===== config.mk =====
export PLATFORM = sky130hd
export DESIGN_NAME = i2c_slv_regs
export DESIGN_NICKNAME = d
export VERILOG_FILES = /design/src/rtl/i2c_slv_regs.sv
export SDC_FILE = /design/constraint.sdc
export NUM_CORES = 2
export LEC_CHECK = 0
export CORE_MARGIN = 2
export CORE_UTILIZATION = 35
export DETAILED_ROUTE_END_ITERATION = 10
export SYNTH_ARGS = -nofsm -noshare
export SYNTH_HDL_FRONTEND = slang
export SYNTH_SLANG_ARGS = --single-unit

===== constraint.sdc =====
create_clock -name CLK -period 3.8 [get_ports CLK]
set_input_delay 0.38 -clock CLK [delete_from_list [all_inputs] [get_ports CLK]]
set_output_delay 0.38 -clock CLK [all_outputs]
set_load 0.05 [all_outputs]

===== src/rtl/i2c_slv_regs.sv =====
// i2c_slv_regs: I2C target that models an MPU-6050-style 256 x 8 register file.
// Single and burst register writes and reads, repeated START, pointer auto-increment,
// and a write strobe so local logic can follow register updates.
// Optional macro I2C_SLV_GLITCH_FLT_EN: a 3-sample majority filter on each
// synchronized line (2 CLK extra latency, suppresses single-CLK spikes).
module i2c_slv_regs #(
    parameter logic [6:0]             SLV_ADDR      = 7'h68,
    parameter int                     DATA_I2C_SZ   = 8,
    parameter logic [7:0]             WHO_AM_I_ADDR = 8'h75,
    parameter logic [DATA_I2C_SZ-1:0] WHO_AM_I_VAL  = 8'h68,
    parameter int                     SYNC_STG      = 2
) (
    input  logic                   CLK,
    input  logic                   RST_n,
    input  logic                   I_SCL,
    input  logic                   I_SDA,
    output logic                   O_SDA_OE,
    output logic                   O_WR_STB,
    output logic [7:0]             O_WR_ADDR,
    output logic [DATA_I2C_SZ-1:0] O_WR_DATA,
    output logic [7:0]             O_PTR,
    output logic                   O_BUSY,
    output logic                   O_ERR
);

    // Bit counter holds 0..DATA_I2C_SZ plus one marker for "master ACK seen".
    localparam int                CNT_W    = $clog2(DATA_I2C_SZ + 2);
    localparam logic [CNT_W-1:0] CNT_ONE  = CNT_W'(1);
    localparam logic [CNT_W-1:0] LAST_BIT = CNT_W'(DATA_I2C_SZ);
    localparam logic [CNT_W-1:0] ACK_BIT  = CNT_W'(DATA_I2C_SZ + 1);

    typedef enum logic [2:0] {
        IDLE, ADDR, ACK, PTR, WR_DATA, RD_DATA, IGNORE
    } state_t;

    logic [SYNC_STG-1:0]    scl_sync, sda_sync;
    logic                   scl_flt, sda_flt;
    logic                   scl_q, sda_q;
    logic                   scl_rise, scl_fall, sda_rise, sda_fall;
    logic                   start_det, stop_det, mid_byte;
    state_t                 state, ret_state;
    logic [CNT_W-1:0]       bit_cnt;
    logic [DATA_I2C_SZ-1:0] shreg, rd_byte;
    logic [7:0]             ptr;
    logic                   sda_oe, busy, err, wr_stb;
    logic [7:0]             wr_addr;
    logic [DATA_I2C_SZ-1:0] wr_data;
    logic [DATA_I2C_SZ-1:0] regs [256];

    // Pad synchronizers; reset to the idle-high bus level so no edge appears at reset release.
    // NOTE: sequential state uses non-blocking assignments only, so every flop sees pre-edge values.
    always_ff @(posedge CLK or negedge RST_n) begin
        if (!RST_n) begin
            scl_sync <= '1;
            sda_sync <= '1;
        end else begin
            scl_sync <= {scl_sync[SYNC_STG-2:0], I_SCL};
            sda_sync <= {sda_sync[SYNC_STG-2:0], I_SDA};
        end
    end

`ifdef I2C_SLV_GLITCH_FLT_EN
    logic [1:0] scl_hist, sda_hist;

    function automatic logic maj3(input logic a, input logic b, input logic c);
        return (a & b) | (a & c) | (b & c);
    endfunction

    // Majority of the last three synchronized samples, registered.
    always_ff @(posedge CLK or negedge RST_n) begin
        if (!RST_n) begin
            scl_hist <= '1;
            sda_hist <= '1;
            scl_flt  <= 1'b1;
            sda_flt  <= 1'b1;
        end else begin
            scl_hist <= {scl_hist[0], scl_sync[SYNC_STG-1]};
            sda_hist <= {sda_hist[0], sda_sync[SYNC_STG-1]};
            scl_flt  <= maj3(scl_sync[SYNC_STG-1], scl_hist[0], scl_hist[1]);
            sda_flt  <= maj3(sda_sync[SYNC_STG-1], sda_hist[0], sda_hist[1]);
        end
    end
`else
    assign scl_flt = scl_sync[SYNC_STG-1];
    assign sda_flt = sda_sync[SYNC_STG-1];
`endif

    // Previous-value flops for edge detection.
    always_ff @(posedge CLK or negedge RST_n) begin
        if (!RST_n) begin
            scl_q <= 1'b1;
            sda_q <= 1'b1;
        end else begin
            scl_q <= scl_flt;
            sda_q <= sda_flt;
        end
    end

    assign scl_rise = scl_flt & ~scl_q;
    assign scl_fall = ~scl_flt & scl_q;
    assign sda_rise = sda_flt & ~sda_q;
    assign sda_fall = ~sda_flt & sda_q;

    // START/STOP need SCL steady high, so an SDA edge coincident with an SCL edge is only data.
    assign start_det = sda_fall & scl_flt & scl_q;
    assign stop_det  = sda_rise & scl_flt & scl_q;

    // A START/STOP that cuts an addressed byte short is a protocol error.
    assign mid_byte = busy && (state inside {PTR, WR_DATA, RD_DATA}) &&
                      (bit_cnt != '0) && (bit_cnt < LAST_BIT);

    assign rd_byte = (ptr == WHO_AM_I_ADDR) ? WHO_AM_I_VAL : regs[ptr];

    // Protocol FSM: bit shifting, ACK generation, read data driving and pointer handling.
    always_ff @(posedge CLK or negedge RST_n) begin
        if (!RST_n) begin
            state     <= IDLE;
            ret_state <= IDLE;
            bit_cnt   <= '0;
            shreg     <= '0;
            ptr       <= '0;
            sda_oe    <= 1'b0;
            busy      <= 1'b0;
            err       <= 1'b0;
            wr_stb    <= 1'b0;
            wr_addr   <= '0;
            wr_data   <= '0;
        end else begin
            wr_stb <= 1'b0;
            if (start_det) begin
                if (mid_byte) err <= 1'b1;
                state   <= ADDR;
                bit_cnt <= '0;
                sda_oe  <= 1'b0;
            end else if (stop_det) begin
                if (mid_byte) err <= 1'b1;
                state   <= IDLE;
                bit_cnt <= '0;
                sda_oe  <= 1'b0;
                busy    <= 1'b0;
            end else begin
                case (state)
                    ADDR, PTR, WR_DATA: begin
                        if (scl_rise && (bit_cnt < LAST_BIT)) begin
                            shreg   <= {shreg[DATA_I2C_SZ-2:0], sda_flt};
                            bit_cnt <= bit_cnt + CNT_ONE;
                        end else if (scl_fall && (bit_cnt == LAST_BIT)) begin
                            bit_cnt <= '0;
                            if (state == ADDR) begin
                                if (shreg[7:1] == SLV_ADDR) begin
                                    sda_oe    <= 1'b1;
                                    busy      <= 1'b1;
                                    err       <= 1'b0;
                                    ret_state <= shreg[0] ? RD_DATA : PTR;
                                    state     <= ACK;
                                end else begin
                                    busy  <= 1'b0;
                                    state <= IGNORE;
                                end
                            end else begin
                                if (state == PTR) begin
                                    ptr <= shreg[7:0];
                                end else begin
                                    wr_stb  <= 1'b1;
                                    wr_addr <= ptr;
                                    wr_data <= shreg;
                                    ptr     <= ptr + 8'd1;
                                end
                                sda_oe    <= 1'b1;
                                ret_state <= WR_DATA;
                                state     <= ACK;
                            end
                        end
                    end
                    ACK: begin
                        if (scl_fall) begin
                            bit_cnt <= '0;
                            state   <= ret_state;
                            if (ret_state == RD_DATA) begin
                                shreg  <= rd_byte;
                                sda_oe <= ~rd_byte[DATA_I2C_SZ-1];
                            end else begin
                                sda_oe <= 1'b0;
                            end
                        end
                    end
                    RD_DATA: begin
                        if (scl_rise) begin
                            if (bit_cnt == LAST_BIT) begin
                                // The byte has been clocked out, so the pointer moves on either way.
                                ptr <= ptr + 8'd1;
                                if (sda_flt) begin
                                    busy  <= 1'b0;
                                    state <= IGNORE;
                                end else begin
                                    bit_cnt <= ACK_BIT;
                                end
                            end else begin
                                bit_cnt <= bit_cnt + CNT_ONE;
                            end
                        end else if (scl_fall) begin
                            if (bit_cnt == ACK_BIT) begin
                                shreg   <= rd_byte;
                                sda_oe  <= ~rd_byte[DATA_I2C_SZ-1];
                                bit_cnt <= '0;
                            end else if (bit_cnt == LAST_BIT) begin
                                sda_oe <= 1'b0;
                            end else begin
                                shreg  <= shreg << 1;
                                sda_oe <= ~shreg[DATA_I2C_SZ-2];
                            end
                        end
                    end
                    default: sda_oe <= 1'b0;
                endcase
            end
        end
    end

    // Register file update one CLK after the strobe; the ID location is read-only.
    // NOTE: the register file has defined reset contents, so it is reset here like the control state.
    always_ff @(posedge CLK or negedge RST_n) begin
        if (!RST_n) begin
            for (int i = 0; i < 256; i++) regs[i] <= '0;
        end else if (wr_stb && (wr_addr != WHO_AM_I_ADDR)) begin
            regs[wr_addr] <= wr_data;
        end
    end

    assign O_SDA_OE  = sda_oe;
    assign O_WR_STB  = wr_stb;
    assign O_WR_ADDR = wr_addr;
    assign O_WR_DATA = wr_data;
    assign O_PTR     = ptr;
    assign O_BUSY    = busy;
    assign O_ERR     = err;

endmodule


* Yosys cells after proc, flatten, opt, wreduce, memory -nomap -nowiden
Cells that the tools add are included.
** Cells by class
- Add/subtract/negate cells :: 2
- $lt $le $gt $ge :: 4
- Equality and inequality tests :: 43
- Mux-type cells :: 84
- Bitwise gates (word level) :: 21
- Reductions and logical operators :: 27
** Operator list (count)
- $bwmux W2048 :: 1
- $mux W8 :: 17
- $bmux W8 S8 :: 1
- $demux W8 S8 :: 1
- $mux W4 :: 10
- $mux W3 :: 13
- $mux W1 :: 35
- $ne A4 B4 Y1 const B :: 7
- $pmux W8 S3 :: 1
- $ne A3 B3 Y1 const B :: 7
- $reduce_bool A3 Y1 :: 7
- $ge A9 B9 Y1 const B :: 2
- $ne A2 B2 Y1 const B :: 9
- $not A8 Y9 :: 2
- $reduce_and A6 Y1 :: 3
- $pmux W8 S2 :: 1
- $reduce_and A8 Y1 :: 2
- $ne A5 B5 Y1 const B :: 3
- $reduce_and A7 Y1 :: 2
- $pmux W4 S3 :: 1
- $not A1 Y1 :: 11
- $eq A3 B3 Y1 const B :: 3
- $lt A9 B1 Y1 const B :: 1
- $pmux W3 S3 :: 1
- other kinds (24) :: 40
** Word-level totals
- Flip-flop bits (word level) :: 2100
- Input port bits :: 4
- Output and inout port bits :: 28
- Logic and storage cells :: 452

* Longest topological paths before layout
- Word-level depth :: 12
- Gate-level depth with buffers :: 13
- Mapped depth without buffers :: 9

* Worst setup path before layout
OpenSTA, ideal clock, no wires.
- Kind :: reg-to-reg
- Start point :: register ptr[1], in the netlist O_PTR[1]
- End point :: register shreg[3]
- Setup time :: 0.133 ns
- Arrival :: 2.872 ns
- Required time :: 3.667 ns
- Slack :: 0.795 ns
- Cell stages (with the launch flop) :: 11
- Buffers on the path :: 4
- Clock period less this slack :: 3.005 ns
- Cells stage by stage :: dfrtp_1 > buf_2 > buf_2 > buf_2 > clkbuf_1 > mux4_2 > mux4_2 > nand2_1 > nand2_1 > a211oi_1 > a31oi_1
** Between the ends
- Word-level cells in the longest chain between the ends :: 9
- Elaborated cells on any way between the ends :: 12
- Those cells by class :: 1 x eq/ne; 10 x mux; 1 x bitwise
** RTL lines
- start: declaration :: RTL line 44 : logic [7:0] ptr;
- start signal: assignment :: RTL line 162 : ptr <= shreg[7:0];
- start signal: assignment :: RTL line 167 : ptr <= ptr + 8'd1;
- start signal: assignment :: RTL line 191 : ptr <= ptr + 8'd1;
- $not A8 Y9 (not written as such) :: RTL line 112 : assign rd_byte = (ptr == WHO_AM_I_ADDR) ? WHO_AM_I_VAL : regs[ptr];
- $bmux W8 S8 :: RTL line 112
- $mux W8 (not written as such) (2 in series) :: RTL line 112
- $mux W8 * :: RTL line 112
- $mux W8 :: RTL line 202 : if (bit_cnt == ACK_BIT) begin
- $mux W8 :: RTL line 201 : end else if (scl_fall) begin
- $mux W8 :: RTL line 188 : if (scl_rise) begin
- $pmux W8 S3 * :: RTL line 142 : case (state)
- end signal: assignment :: RTL line 145 : shreg <= {shreg[DATA_I2C_SZ-2:0], sda_flt};
- end signal: assignment :: RTL line 203 : shreg <= rd_byte;
- end signal: assignment :: RTL line 209 : shreg <= shreg << 1;
- end: declaration :: RTL line 43 : logic [DATA_I2C_SZ-1:0] shreg, rd_byte;
Mark *: on every way between the ends. The rest lies on a longest branch, timed or not. The select of a mux whose other input is x is not followed.
A chain may end at the register's enable or synchronous reset.

* Final worst setup path
- Start point :: register ptr[3], in the netlist O_PTR[3]
- End point :: register shreg[7]
The elaborated chain is that of the path after synthesis.

==> results.md <==
- The flow ran to the end, and the final reports show no timing, DRC or antenna violations.
- The final critical-path share of the clock period is 98.7%.
- After floorplanning, the core was sized to cover 276000 sq um.
- The sequential fraction of the synthesis area is 54.3%.
- The synthesized area per cell is 15.2 sq um.
- The number of synthesized flops with an enable pin is 0.
- The total clock buffers created by CTS is 222.
- The worst register-to-register path ends at shreg[7]$_DFFE_PN0P_.
- Entering global routing, the biggest net connects 213 pins.
- The worst-case IR drop observed on VDD is 447 uV.
- The vertical die dimension is 530 um.
- The layout overhead on the synthesized area is 14.5%.
- Counting flops with an async set or reset pin after synthesis yields a share of 100%.
- The post-synth design cell area is 96800 sq um.
- The longest clock path from root to sink contains 3 buffers.
- In the routed layout, each cell is associated on average with a via count of 5.55.
- The clock tree synthesis step divided the H-tree into 4 levels.
- Walking the worst path, the cells encountered are inv_6 > buf_12 > a221oi_1 > o2111ai_1 > a31oi_1 > a311oi_1 > buf_4 > a41o_1 > o21ai_0.
- The worst-path cell with the longest stage delay is dfrtp_4.
- The number of library cell types mapped by synthesis is 80.
- Clock latency on the worst-skew pair, taken at its later pin, is 0.92 ns.
- The net count of the finished layout is 6557.
- Of all cell types, the one taking the most synthesized area is dfrtp_1.
- The flop and latch count out of synthesis is 2100.
- The final critical delay including setup and external delays is 3.75 ns.
- Once layout is complete, the cells apart from fillers number 10400.
- The clock skew is 0.134 ns.
- The width of the die is 530 um.
- The number of antenna violations at the first check in global routing is 9.
- The fraction of layout cells with a size suffix above 1 is 50.1%.
- The number of buffer cells added on primary ports is 31.
- The detailed router placed 57900 vias in this run.
- The worst slew margin relative to its limit is 22.0%.
- The filler cells instantiated in the layout total 25500.
- Among all flip-flop cells after synthesis, the most frequent one is dfrtp_1.
- For this run, the detailed router's first-pass iteration total came to 5.
- The highest cell delay on the worst timing path is 0.86 ns.
- The initial detailed-routing violation count is 4624.
- Data on the critical path is required at its endpoint by 4.61 ns.
- For this design the top-level I/O count stands at 32.
- In the final routed layout, each cell accounts on average for 27.2 um.
- The number of clock sinks is 2100.
- The pin slew with the least headroom to its limit is 1.16 ns.
- Prior to clock tree synthesis, the placed netlist has a worst setup slack of 0.148 ns.
- The die outline area is 281000 sq um.
- Summed over its instances, the top area cell type makes up 54.1% of the synthesized netlist area.
- The clock transition at the registers of the reported paths is 0.06 ns.
- After global routing the overflow that remains totals 0.
- For this design the ratio of total power to cell area is 416 nW/um^2.
- By startpoint and endpoint, the worst setup path is classified as reg2reg.
- The final weighted congestion in routability-driven placement is 0.911.
- Once placement completed, the tool counted placed cells totaling 10000.
- The critical register-to-register path startpoint is O_PTR[3]$_DFFE_PN0P_.
- The number of global-route vias before repair is 60600.
- The synthesized net count is 6382.
- At the worst endpoint, the arrival time is 4.56 ns.
- The path class of the lowest-slack min-delay path is in2async.
- For this run, design rule violations remaining after detail routing come to 0.
- In the global route stage, overall resource usage came out at 20.2%.
- The worst path meets setup with 0.0511 ns of slack.
- The effective utilization at floorplan is 35.1%.
- The max-cap check violation count is 0.
- Setup repair after global routing left no endpoint under its margin.
- Wires add up to 284 mm.
- After synthesis, the cell types taking the most area are dfrtp_1 (54%), mux2_2 (24%), mux4_2 (11%).
- The setup TNS after final layout is 0 ns.
- The CTS tree is yes.
- The root cell of the clock tree is clkbuf_16.
- In this run the worst path has a maximum fanout of 34.
- The slack of the worst reg-to-reg path is 0.05 ns.
- The worst setup path is captured at a flop.
- Once detailed placement completed, the half-perimeter wirelength came to 184 mm.
- Derived from the worst setup path, the maximum achievable clock frequency is 267 MHz.
- The buffers inserted during post-CTS setup optimization is 0.
- The cell count of the worst reg-to-reg path is 9.
- The post-synthesis instance total is 6371.
- Setup violations remaining at the end of the flow were counted as 0.
- Yosys printed 0 warnings.
- The row count is 193.
- The origin of the worst setup path is O_PTR[3]$_DFFE_PN0P_.
- The first global-routing pass estimated 423 mm of wire.
- In this run the remaining antenna-violating nets after routing total 0.
- The kind of launch point of the worst setup path is a flop.
- On the final layout, the worst hold slack is 0.106 ns.
- The total power consumption of the routed design is 46100 uW.
- The number of hold violations in the final report is 0.
- The analysis attributes to cell leakage a power of 0.0513 uW.
- The number of slew-limit violations in the final report was 0.
## synthesized netlist by cell type (all sizes together), types with 13 or more instances
library cell / count
dfrtp: 2094
o22ai: 13
clkbuf: 334
nor2: 219
mux2i: 195
nor3: 26
nand2b: 16
mux2: 2073
a221o: 16
mux4: 477
nor2b: 20
nand2: 243
inv: 22
a21oi: 64
o21ai: 61
a211oi: 16
nand3: 46
buf: 152
o211ai: 14
a221oi: 57
a31oi: 19
a22oi: 40
## placed cells by master (no fill, tap or decap), types with 19 or more instances in the layout
master,instances
mux4_2,473
a22oi_1,40
clkdlybuf4s50_1,30
clkinv_2,46
a221oi_1,53
buf_4,344
nor3_1,25
nand3_1,41
buf_12,59
clkbuf_1,45
nor2_1,218
dfrtp_1,2080
a21oi_1,64
a31oi_1,19
mux2i_1,195
nand2_1,238
clkbuf_8,64
mux2_2,2071
o21ai_0,52
clkbuf_16,222
## registers in the layout (all words and copies together), names as in the netlist
signal and count:
bit_cnt 4, ret_state 3, sda_q 1, O_PTR 8
O_ERR 1, O_BUSY 1, regs 2048, O_SDA_OE 1
shreg 8, scl_sync 2, O_WR_ADDR 8, O_WR_STB 1
sda_sync 2, state 3, scl_q 1, O_WR_DATA 8
## stage by stage
step	util (%)	cell area, sq um
4_1_cts	40.2	111000
6_report	40.2	111000
5_1_grt	40.2	111000
2_1_floorplan	-	96800
3_5_place_dp	37.4	103000
3_3_place_gp	37.4	103000
## per-layer routing
metal | up-vias | global-route usage (%) | routed length, um
met5 | - | 0 | 33
li1 | 24100 | - | -
met2 | 1625 | 32.0 | 133000
met4 | 4 | 7.86 | 11700
met1 | 31700 | 27.6 | 123000
met3 | 500 | 3.33 | 15700
## worst max path at each step
stage,to,slack [ns]
3_3_place_gp,shreg[7]$_DFFE_PN0P_,0.14
6_report,shreg[7]$_DFFE_PN0P_,0.05
5_1_grt,O_SDA_OE$_DFFE_PN0P_,0.01
3_5_place_dp,shreg[7]$_DFFE_PN0P_,0.15
2_1_floorplan,shreg[3]$_DFFE_PN0P_,0.79
4_1_cts,shreg[7]$_DFFE_PN0P_,0.11
## power by group
group / switching (uW) / leakage, uW / internal, uW
logic: 855 / 0.0182 / 298
clock network: 9520 / 0.00377 / 12900
registers: 147 / 0.0293 / 22400
total: 10500 / 0.0513 / 35600
## worst max-delay path: cells and delay by family, from the launching register on
family	cells	cell delay, ns
flip-flops	1	0.86
buffers and inverters	3	0.93
AO/OA/AOI/OAI	6	1.78
## kinds of logic after synthesis
group	count (synthesis)	share of synthesized area [%]
flip-flops	2100	54.3
buffers and inverters	508	2.74
AO/OA/AOI/OAI	377	2.81
XOR/XNOR	1	0.00905
adder cells (fa/ha/maj)	7	0.0904
AND/OR/NAND/NOR	633	2.85
multiplexers	2745	37.2
## what timing repair did
action / 4_1_cts / 5_1_grt
gates resized for setup: 0 / 1
hold endpoints to repair: 546 / 0
hold buffers: 3 / 0
setup endpoints to repair: 0 / 1
## area by class of cell
type | instances | area (sq um) | area share (%)
flip-flops and latches | 2100 | 52600 | 47.5
multi-input cells | 3763 | 41700 | 37.6
clock buffers | 331 | 6610 | 5.96
well taps | 3705 | 4640 | 4.18
repair buffers | 437 | 4120 | 3.72
clock inverters | 82 | 1070 | 0.964
inverters | 22 | 91.3 | 0.0824
diodes | 2 | 5.00 | 0.00451
Note: power is estimated with default switching activity, not from simulation.
